**src/rtl/uart_pkg.sv**
```systemverilog
// Shared UART definitions: receive FIFO entry format and baud timing constants.
// Used by rx_core, uart_rx_fifo and the benches.
package uart_pkg;

    typedef struct packed {
        logic       err;
        logic [7:0] data;
    } rx_entry_t;

    localparam int ENTRY_W     = $bits(rx_entry_t);
    localparam int CLK_FREQ_HZ = 100_000_000;
    localparam int BAUD        = 19200;
    localparam int BIT_CYCLES  = 5208;

endpackage

```
**src/rtl/uart_fifo_mem.sv**
```systemverilog
// Receive FIFO storage: synchronous write port, asynchronous read port.
// Contents are deliberately not reset.
module uart_fifo_mem
    import uart_pkg::*;
#(
    parameter int DEPTH  = 16,
    parameter int ADDR_W = $clog2(DEPTH)
) (
    input  logic               clk,
    input  logic               we,
    input  logic [ADDR_W-1:0]  waddr,
    input  logic [ENTRY_W-1:0] wdata,
    input  logic [ADDR_W-1:0]  raddr,
    output logic [ENTRY_W-1:0] rdata
);

    rx_entry_t mem [DEPTH];

    always_ff @(posedge clk) begin
        if (we) begin
            mem[waddr] <= rx_entry_t'(wdata);
        end
    end

    assign rdata = ENTRY_W'(mem[raddr]);

endmodule

```
**src/rtl/uart_rx_fifo.sv**
```systemverilog
// First-word-fall-through buffer for bytes announced by rx_core.
// Define UART_RX_FIFO_DROP_ERR_EN to discard parity-error bytes instead of storing them.
module uart_rx_fifo
    import uart_pkg::*;
#(
    parameter  int DEPTH  = 16,
    localparam int ADDR_W = $clog2(DEPTH)
) (
    input  logic            clk,
    input  logic            rst_n,
    input  logic [7:0]      data_rx,
    input  logic            rec_data,
    input  logic            err_data,
    output logic [7:0]      rd_data,
    output logic            rd_err,
    output logic            rd_valid,
    input  logic            rd_ready,
    output logic [ADDR_W:0] count,
    output logic            full,
    output logic            overflow,
    input  logic            clr_ovf
);

    logic              strobe;
    logic              strobe_q;
    logic              cap;
    logic              push_req;
    logic              push;
    logic              pop;
    logic              drop;
    logic [ADDR_W-1:0] wr_ptr;
    logic [ADDR_W-1:0] rd_ptr;
    rx_entry_t         wr_entry;
    rx_entry_t         head;
    logic [ENTRY_W-1:0] head_raw;

    // One capture per rising edge of either strobe, so held levels count once
    assign strobe = rec_data | err_data;
    assign cap    = strobe & ~strobe_q;

`ifdef UART_RX_FIFO_DROP_ERR_EN
    assign push_req = cap & ~err_data;
`else
    assign push_req = cap;
`endif

    assign wr_entry = '{err: err_data, data: data_rx};

    assign rd_valid = (count != '0);
    assign full     = (count == (ADDR_W+1)'(DEPTH));
    assign pop      = rd_valid & rd_ready;
    assign push     = push_req & (~full | pop);
    assign drop     = push_req & full & ~pop;

    always_ff @(posedge clk or negedge rst_n) begin
        if (!rst_n) begin
            strobe_q <= 1'b0;
        end else begin
            strobe_q <= strobe;
        end
    end

    always_ff @(posedge clk or negedge rst_n) begin
        if (!rst_n) begin
            wr_ptr <= '0;
            rd_ptr <= '0;
            count  <= '0;
        end else begin
            if (push) begin
                wr_ptr <= wr_ptr + ADDR_W'(1);
            end
            if (pop) begin
                rd_ptr <= rd_ptr + ADDR_W'(1);
            end
            if (push && !pop) begin
                count <= count + (ADDR_W+1)'(1);
            end else if (pop && !push) begin
                count <= count - (ADDR_W+1)'(1);
            end
        end
    end

    // A drop in the same cycle as a clear must still be reported
    always_ff @(posedge clk or negedge rst_n) begin
        if (!rst_n) begin
            overflow <= 1'b0;
        end else if (drop) begin
            overflow <= 1'b1;
        end else if (clr_ovf) begin
            overflow <= 1'b0;
        end
    end

    uart_fifo_mem #(
        .DEPTH  (DEPTH),
        .ADDR_W (ADDR_W)
    ) u_mem (
        .clk   (clk),
        .we    (push),
        .waddr (wr_ptr),
        .wdata (ENTRY_W'(wr_entry)),
        .raddr (rd_ptr),
        .rdata (head_raw)
    );

    assign head    = rx_entry_t'(head_raw);
    assign rd_data = head.data;

`ifdef UART_RX_FIFO_DROP_ERR_EN
    assign rd_err = 1'b0;
`else
    assign rd_err = head.err;
`endif

endmodule

```
**config.mk**
```make
export PLATFORM = sky130hd
export DESIGN_NAME = uart_rx_fifo
export DESIGN_NICKNAME = d
export VERILOG_FILES = /design/src/rtl/uart_pkg.sv /design/src/rtl/uart_fifo_mem.sv /design/src/rtl/uart_rx_fifo.sv
export SDC_FILE = /design/constraint.sdc
export NUM_CORES = 1
export LEC_CHECK = 0
export BUFFER_PORTS_ARGS = -buffer_cell sky130_fd_sc_hd__buf_4
export CORE_MARGIN = 4
export CORE_UTILIZATION = 30
export CTS_BUF_LIST = sky130_fd_sc_hd__clkbuf_4 sky130_fd_sc_hd__clkbuf_8
export CTS_CLUSTER_SIZE = 25
export DETAILED_ROUTE_END_ITERATION = 10
export PLACE_DENSITY_LB_ADDON = 0.25
export SETUP_SLACK_MARGIN = 0.2
export SKIP_LAST_GASP = 1
export SYNTH_ARGS = -nofsm -noshare
export SYNTH_HDL_FRONTEND = slang
export SYNTH_SLANG_ARGS = --single-unit
```
**constraint.sdc**
```tcl
create_clock -name clk -period 6.25 [get_ports clk]
set_input_delay 0.9375 -clock clk [delete_from_list [all_inputs] [get_ports clk]]
set_output_delay 0.9375 -clock clk [all_outputs]
set_load 0.01 [all_outputs]
```
==> metrics, run 1 <==
DIE WIDTH 155 um; fin. max-slew vios 0; Worst Path Arrival 2760 ps; RD Place Congestion 0.756; core area 0.0212 mm2; total power 0.00311 W; f_max 271 MHz; Gate power share 0.307; Die Height 155 um; initial antenna violation count 0; HPWL after DPL 8.52 mm; DR vias 3209; # Post-CTS Setup Buffers 0; register area 0.00470 mm2; pwr dens 421 mW/mm2; Yosys Warn Count 0; Clock Tree Buf Depth 2; Final min period 3690 ps; FP Rows 53; I/O Pins 31; sequential element share of the synthesized area 0.720; worst reg2reg path endpoint count[4]; first-pass GRT wire length 20.4 mm; Post-Route WL 13.3 mm; sw frac 0.335; Total GRT Usage 0.115; Reg2Reg Depth 10; skew final 12.6 ps; Crit Path Max Fanout 57; Synth Instances 353; vias in the first global route 3304; Clock Latency Late Sink 450 ps; CTS tree built; root buf cell clkbuf_8; setup repair after global routing missed its margin false; starting DRC count in detailed routing 207; status finished, final reports clean; fraction of registers with async set or reset after synthesis 0.0943; CP Class flop to output port; Netlist cell types 38; cts repair resizes 0; drt pass-1 iters 4; clock share of power 0.236; ant diodes 0; Slew headroom 0.281; worst reg2reg setup slack 3460 ps; P_leak 2.52 nW; Psw 0.00104 W; starting density of the core 0.308; sequential share of power 0.457; Nets 416; Max IR drop VDD 0.194 mV; Tcrit/Tclk final 0.591; setup TNS 0 ps; Multi-input gate area 0.00166 mm2; number of remaining DRC errors 0; FILL cells 2012; Yosys top cell area share 0.663; register bit total from synthesis 159; DIE AREA 0.0242 mm2; Worst setup EP type output port; register clock-pin slew on the reported worst setup and hold paths 90 ps; H-Tree Depth 4; Synth area leader edfxtp_1; # port buffers 30; ANT nets after route 0; Critical path origin rd_ptr[0]; max-cap viol count 0; clock sink count 159; Vias/cell 4.72; Slew @ Worst Pin 1080 ps; critical path startpoint category flop; EDFF count, synth 144; top cells by area, synth edfxtp_1 (66%), dfrtp_1 (5.8%), mux2i_1 (5.7%); HP Class input port to async pin; mapped cell area 0.00653 mm2; Int Pwr 0.00207 W; final hold viol count 0; pin count of the biggest net entering global routing 58; share of cells above drive strength 1 0.237; ys flop type edfxtp_1; synth-to-layout area growth 13.3%; CTS Hold Bufs 0; Reg-to-Reg Start count[0]; Syn Area/Cell 18.5 um2; WL per Instance 19.6 um; cts bufs inserted 17; post-synth net total 377; gr ovfl total 0; final setup fails 0; worst path required time 5310 ps
==> cells in the final DEF (no fill, tap or decap), types with 9 or more instances in the layout <==
cell type / n
dfrtp_1: 14
o21ai_0: 12
a221oi_2: 9
nor2_1: 14
xnor2_1: 9
ha_1: 9
a221oi_1: 9
a22oi_1: 9
buf_4: 37
nand2_1: 18
mux2i_1: 37
clkbuf_8: 17
mux4_2: 14
edfxtp_1: 144
==> cells by family after synthesis <==
kind of cell / after synthesis / synth area share
xor gates and xnor gates: 10 / 0.0134
AOI/OAI and AO/OA: 46 / 0.0615
DFF: 159 / 0.720
and+or+nand+nor: 48 / 0.0351
muxes: 57 / 0.125
adders and majority gates: 10 / 0.0203
buffers and inverters: 23 / 0.0249
==> stage by stage <==
stage,utilization,std cells,setup WS (ps),hold slack [ps],cell area (um2)
detailed placement,0.330,648,3010,550,7010
finish,0.349,680,2560,333,7400
floorplan,-,353,3510,558,6530
global placement,0.330,648,2980,522,7010
global route,0.349,680,2320,306,7400
CTS,0.349,680,2490,310,7400
==> area by class of cell <==
class | instances | share of cell area
clock inverter | 14 | 0.0193
inverter | 6 | 0.00305
tap | 275 | 0.0465
timing repair buffer | 37 | 0.0376
clock buffer | 18 | 0.0327
multi-input combinational | 171 | 0.225
sequential | 159 | 0.636
==> critical path, cell delays in order, from the launching register on <==
cell     delay, ps
dfrtp_4       1110
mux4_2         650
a22oi_1        220
nand2_1        110
buf_4          160
==> power groups by stage <==
stage / clock (W) / sequential (W) / combinational (W)
6_report: 0.000734 / 0.00142 / 0.000956
3_5_place_dp: 0 / 0.00145 / 0.000971
5_1_grt: 0.000808 / 0.00145 / 0.00104
2_1_floorplan: 0 / 0.00132 / 0.000782
4_1_cts: 0.000756 / 0.00143 / 0.000974
3_3_place_gp: 0 / 0.00145 / 0.000958
==> cell usage after synthesis (2+ instances only) <==
| cell | number |
|---|---|
| a221oi_1 | 9 |
| a221oi_2 | 9 |
| and2_1 | 2 |
| mux4_1 | 4 |
| nand4_1 | 2 |
| a22oi_1 | 9 |
| mux2_2 | 2 |
| buf_2 | 7 |
| a21o_1 | 2 |
| dfrtp_1 | 15 |
| a21oi_1 | 2 |
| mux4_2 | 14 |
| o21ai_0 | 12 |
| ha_1 | 9 |
| nand2b_1 | 3 |
| buf_6 | 2 |
| nor3_1 | 4 |
| edfxtp_1 | 144 |
| mux2i_1 | 37 |
| clkbuf_1 | 3 |
| buf_12 | 3 |
| nand2_1 | 18 |
| inv_1 | 5 |
| nor2_1 | 14 |
| xnor2_1 | 9 |
==> registers in the layout, summed over array words and instances, names as in the netlist <==
register   count
u_mem.mem    144
rd_ptr         4
wr_ptr         4
count          5
overflow       1
strobe_q       1
==> metal layers <==
metal	GRT usage	part of all wire	up-vias
met5	0	0	-
met4	0.0388	0.013	0
met3	0.0312	0.035	10
met2	0.183	0.49	65
met1	0.152	0.46	1653
li1	-	-	1481
==> worst max path at each step <==
stage / slack, ps / cells after the start / to
detailed placement: 3010 / 4 / rd_data[5]
floorplan: 3510 / 9 / count[4]
CTS: 2490 / 4 / rd_data[5]
global route: 2320 / 5 / rd_data[7]
global placement: 2980 / 5 / rd_data[7]
finish: 2560 / 4 / rd_data[1]
(Power assumes the default switching activity.)
==> run 2: changes to the inputs <==
Settings changed: ABC_AREA set to 1.
Clock period 6.25 ns to 3.55 ns, I/O delays scaled along.
==> run 2 against run 1 <==
Net effect: clock skew decreased by 2.8 ps; non-clock buffer count increased by 21; wire length increased by 31%; total power increased by 93%; die area increased by 9.1%; utilization increased by 0.26 points; critical path type unchanged; final cell count increased by 59%; sequential share of layout area decreased by 6.6 points.
==> metrics, run 2 <==
Place WS 953 ps; Die Height 162 um; Clock Latency Late Sink 450 ps; setup TNS 0 ps; Synth area leader edfxtp_1; starting DRC count in detailed routing 352; CTS Hold Bufs 1; crit path cell chain buf_4, nand2_1, nand2_2, nor2_1, nor2_1, nand2_1, nand2_1, buf_4; Final min period 2930 ps; EDFF count, synth 144; critical path startpoint category flop; # Post-CTS Setup Buffers 0; Clock Tree Buf Depth 2; Nets 774; core area 0.0235 mm2; fin. max-slew vios 0; Total GRT Usage 0.140; synth-to-layout area growth 15.2%; register area 0.00470 mm2; number of remaining DRC errors 0; Vias/cell 4.35; Tcrit/Tclk final 0.824; total power 0.00602 W; mapped cell area 0.00715 mm2; ys flop type edfxtp_1; P_leak 3.47 nW; # port buffers 30; share of cells above drive strength 1 0.151; max incr delay on CP 760 ps; register bit total from synthesis 159; status finished, final reports clean; Regs by FF count u_mem.mem x144, count x5; fraction of registers with async set or reset after synthesis 0.0943; Max IR drop VDD 0.326 mV; initial antenna violation count 0; WL per Instance 16.1 um; Most common cell on crit path nand2_1; final worst slack 624 ps; commonest non-fill, non-tap cell in the layout nand2_1; Worst Path Arrival 2390 ps; I/O Pins 31; setup repair after global routing missed its margin false; Yosys top cell area share 0.604; DIE WIDTH 162 um; Util after Layout 0.351; Crit Path Max Fanout 92; sequential element share of the synthesized area 0.657; Reg with most FFs u_mem.mem; pin count of the biggest net entering global routing 93; top routing layer used met4; Non-Filler Instances 1082; CP Class flop to output port; ANT nets after route 0; pwr dens 730 mW/mm2; first-pass GRT wire length 27.5 mm; critical path's top delay family buffers and inverters; most frequent cells in the layout nand2_1 (258), edfxtp_1 (144), inv_1 (75); final setup fails 0; Worst setup EP type output port; f_max 342 MHz; Slew @ Worst Pin 987 ps; Yosys Warn Count 0; ant diodes 0; cts repair resizes 0; max reg flops 144; skew final 9.78 ps; WL met3 798 um; Buf+Inv Stages, Crit Path 2; max-cap viol count 0; Post-synth top cells nand2_1 (258), edfxtp_1 (144), inv_1 (75); root buf cell clkbuf_8; RD Place Congestion 0.764; Post-Route WL 17.4 mm; Syn Area/Cell 10.2 um2; met1 wire length 8.14 mm; FILL cells 2351; register clock-pin slew on the reported worst setup and hold paths 80 ps; FP Rows 56; Synth Instances 700; top cells by area, synth edfxtp_1 (60%), nand2_1 (14%), dfrtp_1 (5.2%); H-Tree Depth 4; Netlist cell types 26; worst path required time 3020 ps; cts bufs inserted 17; gr ovfl total 0; HPWL after DPL 10.8 mm; DIE AREA 0.0264 mm2; CTS tree built; Multi-input gate area 0.00195 mm2; starting density of the core 0.305; final hold viol count 0; DR vias 4711; vias in the first global route 4697; CP max stage cell buf_4; routed length on met2 8.18 mm; post-synth net total 724; HP Class input port to flop; drt pass-1 iters 5; cell with the most instances after synthesis nand2_1; Slew headroom 0.342; clock sink count 159; DP Cell Count 1049
## run 2: cell types whose count changed in the layout (fill, tap and decap cells not counted), sizes merged, moves of 6 or more
cell    previous run  this run
a221oi            18         0
mux4              18         0
mux2i             37         0
inv                7        79
xnor2              9         2
buf               37        57
o21ai             12         6
nor3               4        16
nor2              14        59
nand3              1        67
nand2             19       268
a22oi              9         0
## run 2: final timing paths
| path | startpoint | cells after the start | to | slack (ps) |
|---|---|---|---|---|
| max | rd_ptr[0] | 8 | rd_data[2] | 620 |
| min | clr_ovf | 2 | overflow | 260 |
| max reg2reg | count[1] | 14 | count[4] | 1080 |
| min reg2reg | overflow | 2 | overflow | 540 |
| max in group asynchronous | rst_n | 2 | rd_ptr[0] | 2870 |
| min in group asynchronous | rst_n | 2 | strobe_q | 470 |
## run 2: worst reg2reg max path: stages (launching register included)
cell and delay, ps:
dfrtp_1 460, nor2_1 200, nand4_1 230, nand2_1 110, buf_4 230, inv_1 70, ha_1 210, inv_1 150
ha_1 300, nand2_1 100, nand3_1 90, nand3_1 70, nand2_1 50, nand2_1 50, nand2_1 40
## run 2: area by class of cell
cell class | count | share of cell area
sequential | 159 | 0.570
multi-input combinational | 434 | 0.237
timing repair buffer | 58 | 0.0531
tap | 319 | 0.0484
inverter | 80 | 0.0376
clock buffer | 21 | 0.0336
clock inverter | 11 | 0.0197
## run 2: routing by layer
metal  GRT usage  vias to the layer above
li1            -                     2359
met1       0.188                     2232
met2       0.232                      105
met3      0.0266                       15
met4      0.0438                        0
met5           0                        -
## run 2: logic make-up after synthesis
kind of cell               synth area share
AOI/OAI and AO/OA                   0.00542
xor gates and xnor gates            0.00490
adders and majority gates            0.0185
buffers and inverters                0.0700
DFF                                   0.657
and+or+nand+nor                       0.244
## run 2: report_power, final
| part | switching (W) | leakage, nW | total (W) | internal (W) |
|---|---|---|---|---|
| clock network | 0.000652 | 0.220 | 0.00147 | 0.000814 |
| logic | 0.00149 | 1.76 | 0.00223 | 0.000740 |
| registers | 0.000157 | 1.48 | 0.00232 | 0.00217 |
| total | 0.00229 | 3.47 | 0.00602 | 0.00372 |
## run 2: through the flow
step / area, um2 / hold WS [ps]
2_1_floorplan: 7150 / 237
3_3_place_gp: 7790 / 407
3_5_place_dp: 7790 / 410
4_1_cts: 8240 / 241
5_1_grt: 8240 / 258
6_report: 8240 / 262
==> run 3: changes to the inputs <==
Clock period 3.55 ns to 3 ns, I/O delays scaled along.
==> run 3 against run 2 <==
Net effect: via count shrank 0.51%; global-route usage is 0.74 points lower; die area did not move; largest cell class unchanged; critical endpoint unchanged; register-to-register slack got worse by 310 ps; worst setup slack lost 200 ps; sequential share of layout area grew 0.43 points; critical path depth unchanged; sequential cell count is the same; sequential power increased by 17%; clock skew is 1.8 ps higher; first-iteration DRC count shrank 17%.
==> metrics, run 3 (same netlist as run 2, synthesis figures left out) <==
Clock Tree Buf Depth 2; gr ovfl total 0; sw frac 0.395; CP Class flop to output port; register clock-pin slew on the reported worst setup and hold paths 80 ps; Final min period 2570 ps; skew final 11.6 ps; Place WS 650 ps; Util after Layout 0.349; ANT nets after route 0; max-cap viol count 0; P_leak 3.43 nW; fin. max-slew vios 0; number of remaining DRC errors 0; DIE WIDTH 162 um; HPWL after DPL 10.6 mm; Vias/cell 4.33; Slew @ Worst Pin 586 ps; Worst setup EP type output port; Die Height 162 um; starting DRC count in detailed routing 293; Min-Delay Path Depth 2; Multi-input gate area 0.00195 mm2; FP Rows 56; WL per Instance 15.6 um; register area 0.00470 mm2; most frequent cells in the layout nand2_1 (258), edfxtp_1 (144), inv_1 (75); DR vias 4687; clock share of power 0.209; DIE AREA 0.0264 mm2; Crit Path Max Fanout 19; HP Class input port to flop; initial antenna violation count 0; # Post-CTS Setup Buffers 0; core area 0.0235 mm2; starting density of the core 0.305; Int Pwr 0.00414 W; Non-Filler Instances 1082; Reg with most FFs u_mem.mem; Gate power share 0.392; Worst Path Arrival 2120 ps; CTS Hold Bufs 1; commonest non-fill, non-tap cell in the layout nand2_1; cts bufs inserted 17; CTS tree built; vias in the first global route 4504; cts repair resizes 0; Tcrit/Tclk final 0.857; Reg2Reg Depth 13; Critical path origin rd_ptr[2]; final worst slack 428 ps; Regs by FF count u_mem.mem x144, count x5; Reg-to-Reg Start count[1]; # port buffers 30; Clock Latency Late Sink 450 ps; RD Place Congestion 0.767; Psw 0.00270 W; pin count of the biggest net entering global routing 93; Slew headroom 0.609; final hold viol count 0; max reg flops 144; pwr dens 837 mW/mm2; drt pass-1 iters 5; sequential share of power 0.398; I/O Pins 31; final setup fails 0; DP Cell Count 1049; Total GRT Usage 0.133; setup TNS 0 ps; root buf cell clkbuf_8; f_max 389 MHz; worst path required time 2550 ps; Nets 774; synth-to-layout area growth 14.3%; setup repair after global routing missed its margin false; clock sink count 159; Max IR drop VDD 0.486 mV; first-pass GRT wire length 26.1 mm; worst hold start clr_ovf; share of cells above drive strength 1 0.149; FILL cells 2389; critical path startpoint category flop; Post-Route WL 16.8 mm; ant diodes 0; status finished, final reports clean; H-Tree Depth 4
## run 3: stage by stage
stage	area (um2)	total power (W)	hold WS, ps
after detailed placement	7820	0.00550	322
after floorplan	7150	0.00458	154
after global routing	8180	0.00734	153
after CTS	8180	0.00695	142
after global placement	7820	0.00550	324
final	8180	0.00684	184
## run 3: final timing paths
| path | to | slack [ps] |
|---|---|---|
| worst min register to register | overflow | 540 |
| worst max register to register | count[4] | 770 |
| worst min-delay path | overflow | 180 |
| min in group asynchronous | overflow | 380 |
| worst max-delay path | rd_data[2] | 430 |
| max in group asynchronous | rd_ptr[0] | 2410 |
## run 3: layout make-up
| cell class | instances | share of cell area |
|---|---|---|
| Sequential cell | 159 | 0.575 |
| Multi-Input combinational cell | 434 | 0.239 |
| Timing Repair Buffer | 58 | 0.0566 |
| Tap cell | 319 | 0.0488 |
| Inverter | 80 | 0.0379 |
| Clock buffer | 20 | 0.0314 |
| Clock inverter | 12 | 0.0118 |
## run 3: power by group through the flow
| stage | logic, W | clock network [W] | registers, W |
|---|---|---|---|
| floorplan | 0.00185 | 0 | 0.00273 |
| global placement | 0.00273 | 0 | 0.00277 |
| detailed placement | 0.00273 | 0 | 0.00277 |
| CTS | 0.00275 | 0.00148 | 0.00273 |
| global route | 0.00302 | 0.00157 | 0.00275 |
| finish | 0.00269 | 0.00143 | 0.00272 |
## run 3: per-layer routing
metal / GRT usage / up-vias / share of wire
met2: 0.214 / 83 / 0.48
met5: 0 / - / 0
met3: 0.0301 / 8 / 0.037
li1: - / 2360 / -
met4: 0.0408 / 0 / 0.0097
met1: 0.180 / 2236 / 0.48
## run 3: critical path, cell delays in order (launching register included)
cell and delay (ps):
dfrtp_1 460, inv_2 230, nor2_8 330, nand3_1 160
nand2_1 120, nor2_1 50, nand2_1 50, nand2_1 90
buf_4 160
